File: src/rtl/packet_assemble_buffer_pkg.sv
// Shared types for the NoC packet reassembly slice.
// Flit, packet element and slot state definitions.
package packet_assemble_buffer_pkg;

  localparam int ASSEMBLE_NUM_SLOTS_DEFAULT = 2;
  localparam int PKT_DEPTH = 4;
  localparam int TAIL_W = $clog2(PKT_DEPTH + 1);
  localparam int PID_W = 4;

  typedef enum logic [1:0] {
    HEAD = 2'd0,
    BODY = 2'd1,
    TAIL = 2'd2
  } flittype_t;

  typedef struct packed {
    logic [PID_W-1:0] packet_id;
    logic [3:0]       seq;
  } flit_id_t;

  typedef struct packed {
    flittype_t   flit_type;
    flit_id_t    flit_id;
    logic [15:0] payload;
  } flit_t;

  typedef struct packed {
    flit_t [PKT_DEPTH-1:0] buffer;
    logic [TAIL_W-1:0]     tail_index;
    logic [PID_W-1:0]      packet_id;
    logic                  is_complete;
  } packet_element_t;

  typedef enum logic [1:0] {
    FREE     = 2'd0,
    FILLING  = 2'd1,
    COMPLETE = 2'd2
  } slot_state_t;

endpackage

File: src/rtl/packet_assemble_slot.sv
// One reassembly slot: state, buffer, tail index, idle timer.
// Ports: clk, rst_n, flit, load/append/free controls;
// state, pkt, evict out. Timer under PACKET_ASSEMBLE_TIMEOUT_EN.
module packet_assemble_slot
  import packet_assemble_buffer_pkg::*;
#(
  parameter int TIMEOUT_CYCLES = 256
) (
  input  logic            clk,
  input  logic            rst_n,
  input  flit_t           flit,
  input  logic            load,
  input  logic            append,
  input  logic            free,
  output slot_state_t     state,
  output packet_element_t pkt,
  output logic            evict
);

  slot_state_t     state_q, state_d;
  packet_element_t pkt_q, pkt_d;

`ifdef PACKET_ASSEMBLE_TIMEOUT_EN
  localparam int TW =
    (TIMEOUT_CYCLES > 1) ? $clog2(TIMEOUT_CYCLES) : 1;
  localparam logic [TW-1:0] TMAX =
    TW'(TIMEOUT_CYCLES - 1);

  logic [TW-1:0] timer_q, timer_d;

  assign evict = (state_q == FILLING) &&
                 (timer_q == TMAX);

  always_comb begin
    timer_d = timer_q;
    if (load || append) begin
      timer_d = '0;
    end else if (state_q == FILLING &&
                 timer_q != TMAX) begin
      timer_d = timer_q + 1'b1;
    end
  end

  always_ff @(posedge clk or negedge rst_n) begin
    if (!rst_n) timer_q <= '0;
    else        timer_q <= timer_d;
  end
`else
  logic unused_timeout;
  assign unused_timeout = (TIMEOUT_CYCLES == 0);
  assign evict = 1'b0;
`endif

  always_comb begin
    state_d = state_q;
    pkt_d   = pkt_q;
    if (free) begin
      state_d = FREE;
    end else if (load) begin
      state_d            = FILLING;
      pkt_d              = '0;
      pkt_d.buffer[0]    = flit;
      pkt_d.tail_index   = TAIL_W'(1);
      pkt_d.packet_id    = flit.flit_id.packet_id;
      pkt_d.is_complete  = 1'b0;
    end else if (append) begin
      for (int j = 0; j < PKT_DEPTH; j++) begin
        if (pkt_q.tail_index == TAIL_W'(j))
          pkt_d.buffer[j] = flit;
      end
      pkt_d.tail_index = pkt_q.tail_index + 1'b1;
      if (flit.flit_type == TAIL) begin
        pkt_d.is_complete = 1'b1;
        state_d           = COMPLETE;
      end
    end else if (evict) begin
      state_d = FREE;
    end
  end

  always_ff @(posedge clk or negedge rst_n) begin
    if (!rst_n) begin
      state_q <= FREE;
      pkt_q   <= '0;
    end else begin
      state_q <= state_d;
      pkt_q   <= pkt_d;
    end
  end

  assign state = state_q;
  assign pkt   = pkt_q;

endmodule

File: src/rtl/packet_assemble_buffer.sv
// Reassembles NoC flits into packets across NUM_SLOTS slots.
// Ports: nocclk, rst_n, flit in (valid/ready), packet out
// (valid/completed), busy_slots, drop pulses.
// Optional idle eviction: PACKET_ASSEMBLE_TIMEOUT_EN.
module packet_assemble_buffer
  import packet_assemble_buffer_pkg::*;
#(
  parameter int NUM_SLOTS = ASSEMBLE_NUM_SLOTS_DEFAULT,
  parameter int TIMEOUT_CYCLES = 256
) (
  input  logic            nocclk,
  input  logic            rst_n,
  input  flit_t           received_flit,
  input  logic            received_flit_valid,
  output logic            received_flit_ready,
  output packet_element_t assembled_packet,
  output logic            assembled_packet_valid,
  input  logic            assembled_packet_completed,
  output logic [$clog2(NUM_SLOTS+1)-1:0] busy_slots,
  output logic            unmatched_drop,
  output logic            overflow_drop,
  output logic            timeout_drop
);

  localparam int SW =
    (NUM_SLOTS > 1) ? $clog2(NUM_SLOTS) : 1;
  localparam int BW = $clog2(NUM_SLOTS + 1);

  slot_state_t     st [NUM_SLOTS];
  packet_element_t pk [NUM_SLOTS];
  logic [NUM_SLOTS-1:0] ev, ld, ap, fr;

  for (genvar g = 0; g < NUM_SLOTS; g++) begin : g_slot
    packet_assemble_slot #(
      .TIMEOUT_CYCLES(TIMEOUT_CYCLES)
    ) u_slot (
      .clk   (nocclk),
      .rst_n (rst_n),
      .flit  (received_flit),
      .load  (ld[g]),
      .append(ap[g]),
      .free  (fr[g]),
      .state (st[g]),
      .pkt   (pk[g]),
      .evict (ev[g])
    );
  end

  logic          is_head;
  logic          match_any, free_any, comp_any;
  logic [SW-1:0] match_idx, free_idx, comp_idx;
  logic          over, fire, done;

  logic          valid_q, gap_q;
  logic [SW-1:0] sel_q;
  logic          unm_q, ovf_q, to_q;

  assign is_head =
    (received_flit.flit_type == HEAD);

  // Descending scan leaves the lowest hit in each index.
  // A slot being evicted this edge does not match.
  always_comb begin
    match_any = 1'b0;
    free_any  = 1'b0;
    comp_any  = 1'b0;
    match_idx = '0;
    free_idx  = '0;
    comp_idx  = '0;
    for (int i = NUM_SLOTS - 1; i >= 0; i--) begin
      if (st[i] == FILLING && !ev[i] &&
          pk[i].packet_id ==
          received_flit.flit_id.packet_id) begin
        match_any = 1'b1;
        match_idx = SW'(i);
      end
      if (st[i] == FREE) begin
        free_any = 1'b1;
        free_idx = SW'(i);
      end
      if (st[i] == COMPLETE) begin
        comp_any = 1'b1;
        comp_idx = SW'(i);
      end
    end
  end

  assign received_flit_ready =
    is_head ? (free_any || match_any) : 1'b1;
  assign fire =
    received_flit_valid && received_flit_ready;
  assign over =
    (pk[match_idx].tail_index == TAIL_W'(PKT_DEPTH));
  assign done =
    valid_q && assembled_packet_completed;

  always_comb begin
    ld = '0;
    ap = '0;
    fr = '0;
    if (fire) begin
      if (is_head) begin
        if (match_any) ld[match_idx] = 1'b1;
        else           ld[free_idx]  = 1'b1;
      end else if (match_any) begin
        if (over) fr[match_idx] = 1'b1;
        else      ap[match_idx] = 1'b1;
      end
    end
    if (done) fr[sel_q] = 1'b1;
  end

  // gap_q keeps valid low for an extra cycle after
  // each completion before the next packet is taken.
  always_ff @(posedge nocclk or negedge rst_n) begin
    if (!rst_n) begin
      valid_q <= 1'b0;
      gap_q   <= 1'b0;
      sel_q   <= '0;
      unm_q   <= 1'b0;
      ovf_q   <= 1'b0;
      to_q    <= 1'b0;
    end else begin
      unm_q <= fire && !is_head && !match_any;
      ovf_q <= fire && !is_head && match_any && over;
      to_q  <= |ev;
      gap_q <= 1'b0;
      if (done) begin
        valid_q <= 1'b0;
        gap_q   <= 1'b1;
      end else if (!valid_q && !gap_q &&
                   comp_any) begin
        valid_q <= 1'b1;
        sel_q   <= comp_idx;
      end
    end
  end

  always_comb begin
    busy_slots = '0;
    for (int i = 0; i < NUM_SLOTS; i++) begin
      if (st[i] != FREE)
        busy_slots = busy_slots + BW'(1);
    end
  end

  assign assembled_packet =
    valid_q ? pk[sel_q] : '0;
  assign assembled_packet_valid = valid_q;
  assign unmatched_drop = unm_q;
  assign overflow_drop  = ovf_q;
  assign timeout_drop   = to_q;

endmodule

File: config.mk
export PLATFORM = sky130hd
export DESIGN_NAME = packet_assemble_buffer
export DESIGN_NICKNAME = d
export VERILOG_FILES = /design/src/rtl/packet_assemble_buffer_pkg.sv /design/src/rtl/packet_assemble_slot.sv /design/src/rtl/packet_assemble_buffer.sv
export SDC_FILE = /design/constraint.sdc
export NUM_CORES = 1
export LEC_CHECK = 0
export BUFFER_PORTS_ARGS = -buffer_cell sky130_fd_sc_hd__buf_2
export CAP_MARGIN = 15
export CELL_PAD_IN_SITES_DETAIL_PLACEMENT = 0
export CELL_PAD_IN_SITES_GLOBAL_PLACEMENT = 1
export CORE_MARGIN = 1
export CORE_UTILIZATION = 51
export CTS_CLUSTER_DIAMETER = 120
export DETAILED_ROUTE_END_ITERATION = 10
export PLACE_DENSITY_LB_ADDON = 0.08
export SYNTH_ARGS = -nofsm -noshare
export SYNTH_HDL_FRONTEND = slang
export SYNTH_SLANG_ARGS = --single-unit
File: constraint.sdc
create_clock -name nocclk -period 6.4 [get_ports nocclk]
set_input_delay 1.28 -clock nocclk [delete_from_list [all_inputs] [get_ports nocclk]]
set_output_delay 1.28 -clock nocclk [all_outputs]
set_load 0.02 [all_outputs]
==> flow_summary.json <==
{
  "gp_congestion": 0.854,
  "arrival_ns": 2.80,
  "grt_pass1_vias": 7165,
  "dr_total_vias": 7307,
  "drt_iter0_markers": 391,
  "rr_startpoint": "sel_q$_DFFE_PN0P_",
  "clock-skew-final_ns": 0.00578,
  "postCtsSetupBuffers": 0,
  "drc": 0,
  "synth_cell_types": 51,
  "clock.fmax_mhz": 245,
  "via_per_inst": 5.60,
  "yosys_warnings": 0,
  "die_area_mm2": 0.0228,
  "pre_cts_ws_ns": 2.28,
  "grt_remaining_overflow": 0,
  "cts_hold_buf": 0,
  "io_buffers": 147,
  "area_growth_pct": 15.1,
  "powerDensity_mw_per_mm2": 449,
  "cts_resized": 0,
  "rsz0062_at_grt": "false",
  "first_pass_iters": 7,
  "fin_crit_sh_pct": 63.8,
  "wl_per_cell_um": 20.7,
  "ant_nets": 0,
  "clockBufferDepth": 3,
  "netlist_instances": 880,
  "ir_drop_v": 0.000325,
  "synth_nets": 922,
  "synth.top_cells.by_area": "dfrtp_1 (52%), mux2i_1 (9.9%), mux2_4 (8.0%)",
  "synth_common_cells": "dfrtp_1 (233), nor2_1 (125), mux2i_1 (112), a22o_1 (75), mux2_2 (75)",
  "grt_max_degree": 162,
  "min_from": "g_slot[1].u_slot.pkt[29]$_DFFE_PN0P_",
  "setup_tns_ns": 0,
  "cts_sinks": 233,
  "drive_gt1_share_pct": 35.1,
  "sw_frac_of_total_pct": 31.7,
  "nNetsFinal": 1047,
  "die_h_um": 151,
  "synth_top_area_share_pct": 51.5,
  "tightest_slew_ns": 1.13,
  "async_flop_share_pct": 100,
  "die_w_um": 151,
  "pwr-share-clk_pct": 25.3,
  "maxSlewHeadroom_pct": 24.4,
  "pin_count": 149,
  "cts-htree-levels": 1,
  "min_path_type": "flop to flop",
  "rows": 54,
  "core_mm2": 0.0218,
  "crit_type": "flop to output pin",
  "cellLeakagePower_nw": 6.44,
  "syn_area_per_cell_um2": 12.9,
  "clk_latency_ns": 0.53,
  "finalCriticalPeriod_ns": 4.08,
  "hold_viol_final": 0,
  "diodes": 0,
  "crit_fanout": 59,
  "cell_internal_pwr_w": 0.00399,
  "grt_pass1_wl_mm": 42.2,
  "yosysMostFrequentCell": "dfrtp_1",
  "seqPwrFrac_pct": 43.2,
  "numCtsBuffers": 26,
  "synth_flop_cell": "dfrtp_1",
  "crit_start": "sel_q$_DFFE_PN0P_",
  "ys_ff_latch": 233,
  "whs_ns": 0.487,
  "critPathLaunchType": "flop",
  "cts.clk_slew.worst_paths_ns": 0.06,
  "netlist_area_mm2": 0.0113,
  "cts_tree": "done",
  "grt_antenna_before_repair": 0,
  "status": "complete, no violations",
  "root_buffer": "clkbuf_16",
  "setup_violations": 0,
  "yosysSeqAreaShare_pct": 51.5,
  "dp_hpwl_mm": 16.5,
  "critPathRequiredTime_ns": 5.12,
  "pwr-share-comb_pct": 31.5,
  "cap_violations": 0,
  "register_area_mm2": 0.00583,
  "start_util_pct": 51.9,
  "wirelength_mm": 27.0,
  "drv_slew": 0,
  "crit_path_end_kind": "output pin",
  "multiInputGateArea_mm2": 0.00508,
  "grtUsageTotal_pct": 24.4,
  "yosysTopAreaCell": "dfrtp_1",
  "p_sw_w": 0.00186,
  "synth_edf_count": 0,
  "worst_slack_ns": 2.32,
  "fillCellCount": 1863
}
[kinds of logic (layout without fill, tap and decap cells)]
group	Yosys count	in the layout	share of synthesized area, %
mux	256	256	26.2
flops	233	233	51.5
simple gates	189	189	7.86
compound gates	107	107	8.33
buf+inv	74	219	3.91
fa+ha+maj	12	12	1.33
xor+xnor	8	8	0.818
other cells	1	1	0.0331
[power by group through the flow]
stage          sequential (W)  clock [W]  combinational (W)
5_1_grt               0.00261    0.00157            0.00200
4_1_cts               0.00252    0.00151            0.00186
3_5_place_dp          0.00254          0            0.00185
6_report              0.00253    0.00148            0.00184
3_3_place_gp          0.00253          0            0.00183
2_1_floorplan         0.00233          0            0.00157
[through the flow]
| step | cells | utilization [%] | total power, W | cell area, um2 |
|---|---|---|---|---|
| 4_1_cts | 1305 | 59.7 | 0.00590 | 13000 |
| 2_1_floorplan | 880 | - | 0.00391 | 11300 |
| 3_5_place_dp | 1257 | 55.8 | 0.00440 | 12200 |
| 6_report | 1305 | 59.7 | 0.00585 | 13000 |
| 3_3_place_gp | 1257 | 55.8 | 0.00437 | 12200 |
| 5_1_grt | 1305 | 59.7 | 0.00618 | 13000 |
[cell type report]
| class | count | area share, % |
|---|---|---|
| Sequential cell | 233 | 44.8 |
| Multi-Input combinational cell | 573 | 39.0 |
| Timing Repair Buffer | 158 | 6.55 |
| Clock buffer | 42 | 6.16 |
| Tap cell | 280 | 2.69 |
| Clock inverter | 6 | 0.442 |
| Inverter | 13 | 0.384 |
[worst paths after layout]
path                                                         end  slack, ns  depth (start not counted)
setup / recovery                             assembled_packet[2]       2.32                          4
hold / removal              g_slot[1].u_slot.pkt[29]$_DFFE_PN0P_       0.49                          1
setup reg to reg           g_slot[1].u_slot.pkt[102]$_DFFE_PN0P_       2.72                          5
hold reg to reg             g_slot[1].u_slot.pkt[29]$_DFFE_PN0P_       0.49                          1
max in group asynchronous   g_slot[1].u_slot.pkt[10]$_DFFE_PN0P_       4.39                          2
min in group asynchronous   g_slot[1].u_slot.pkt[27]$_DFFE_PN0P_       0.71                          1
[worst max-delay path, stage by stage, from the launching register on]
cell and delay [ns]:
dfrtp_4 1.10, buf_12 0.47, mux2i_1 0.39, nor2_1 0.07
buf_2 0.19
[cells in the final DEF (no fill, tap or decap), types with 8 or more instances in the layout]
cell       count
mux2_1         9
a22o_1        75
a21oi_1        8
nor2_1       124
mux2_2        75
and2_1        25
mux2_4        60
clkbuf_1       8
inv_1         12
buf_4          9
buf_2        146
clkbuf_16     27
ha_1          12
dfrtp_1      232
mux2i_1      112
[layer usage]
layer  vias to the layer above  GRT usage [%]  wire length (um)
li1                       3373              -                 -
met1                      3742           37.2             13200
met2                       168           37.5             12400
met3                        24           2.68              1070
met4                         0           5.25               312
met5                         -              0                 0
[flip-flops by register name, summed over array words and instances (netlist names)]
signal,flops
assembled_packet_valid,1
g_slot.u_slot.pkt,224
g_slot.u_slot.state,4
overflow_drop,1
sel_q,1
unmatched_drop,1
gap_q,1
(Power assumes the default switching activity.)
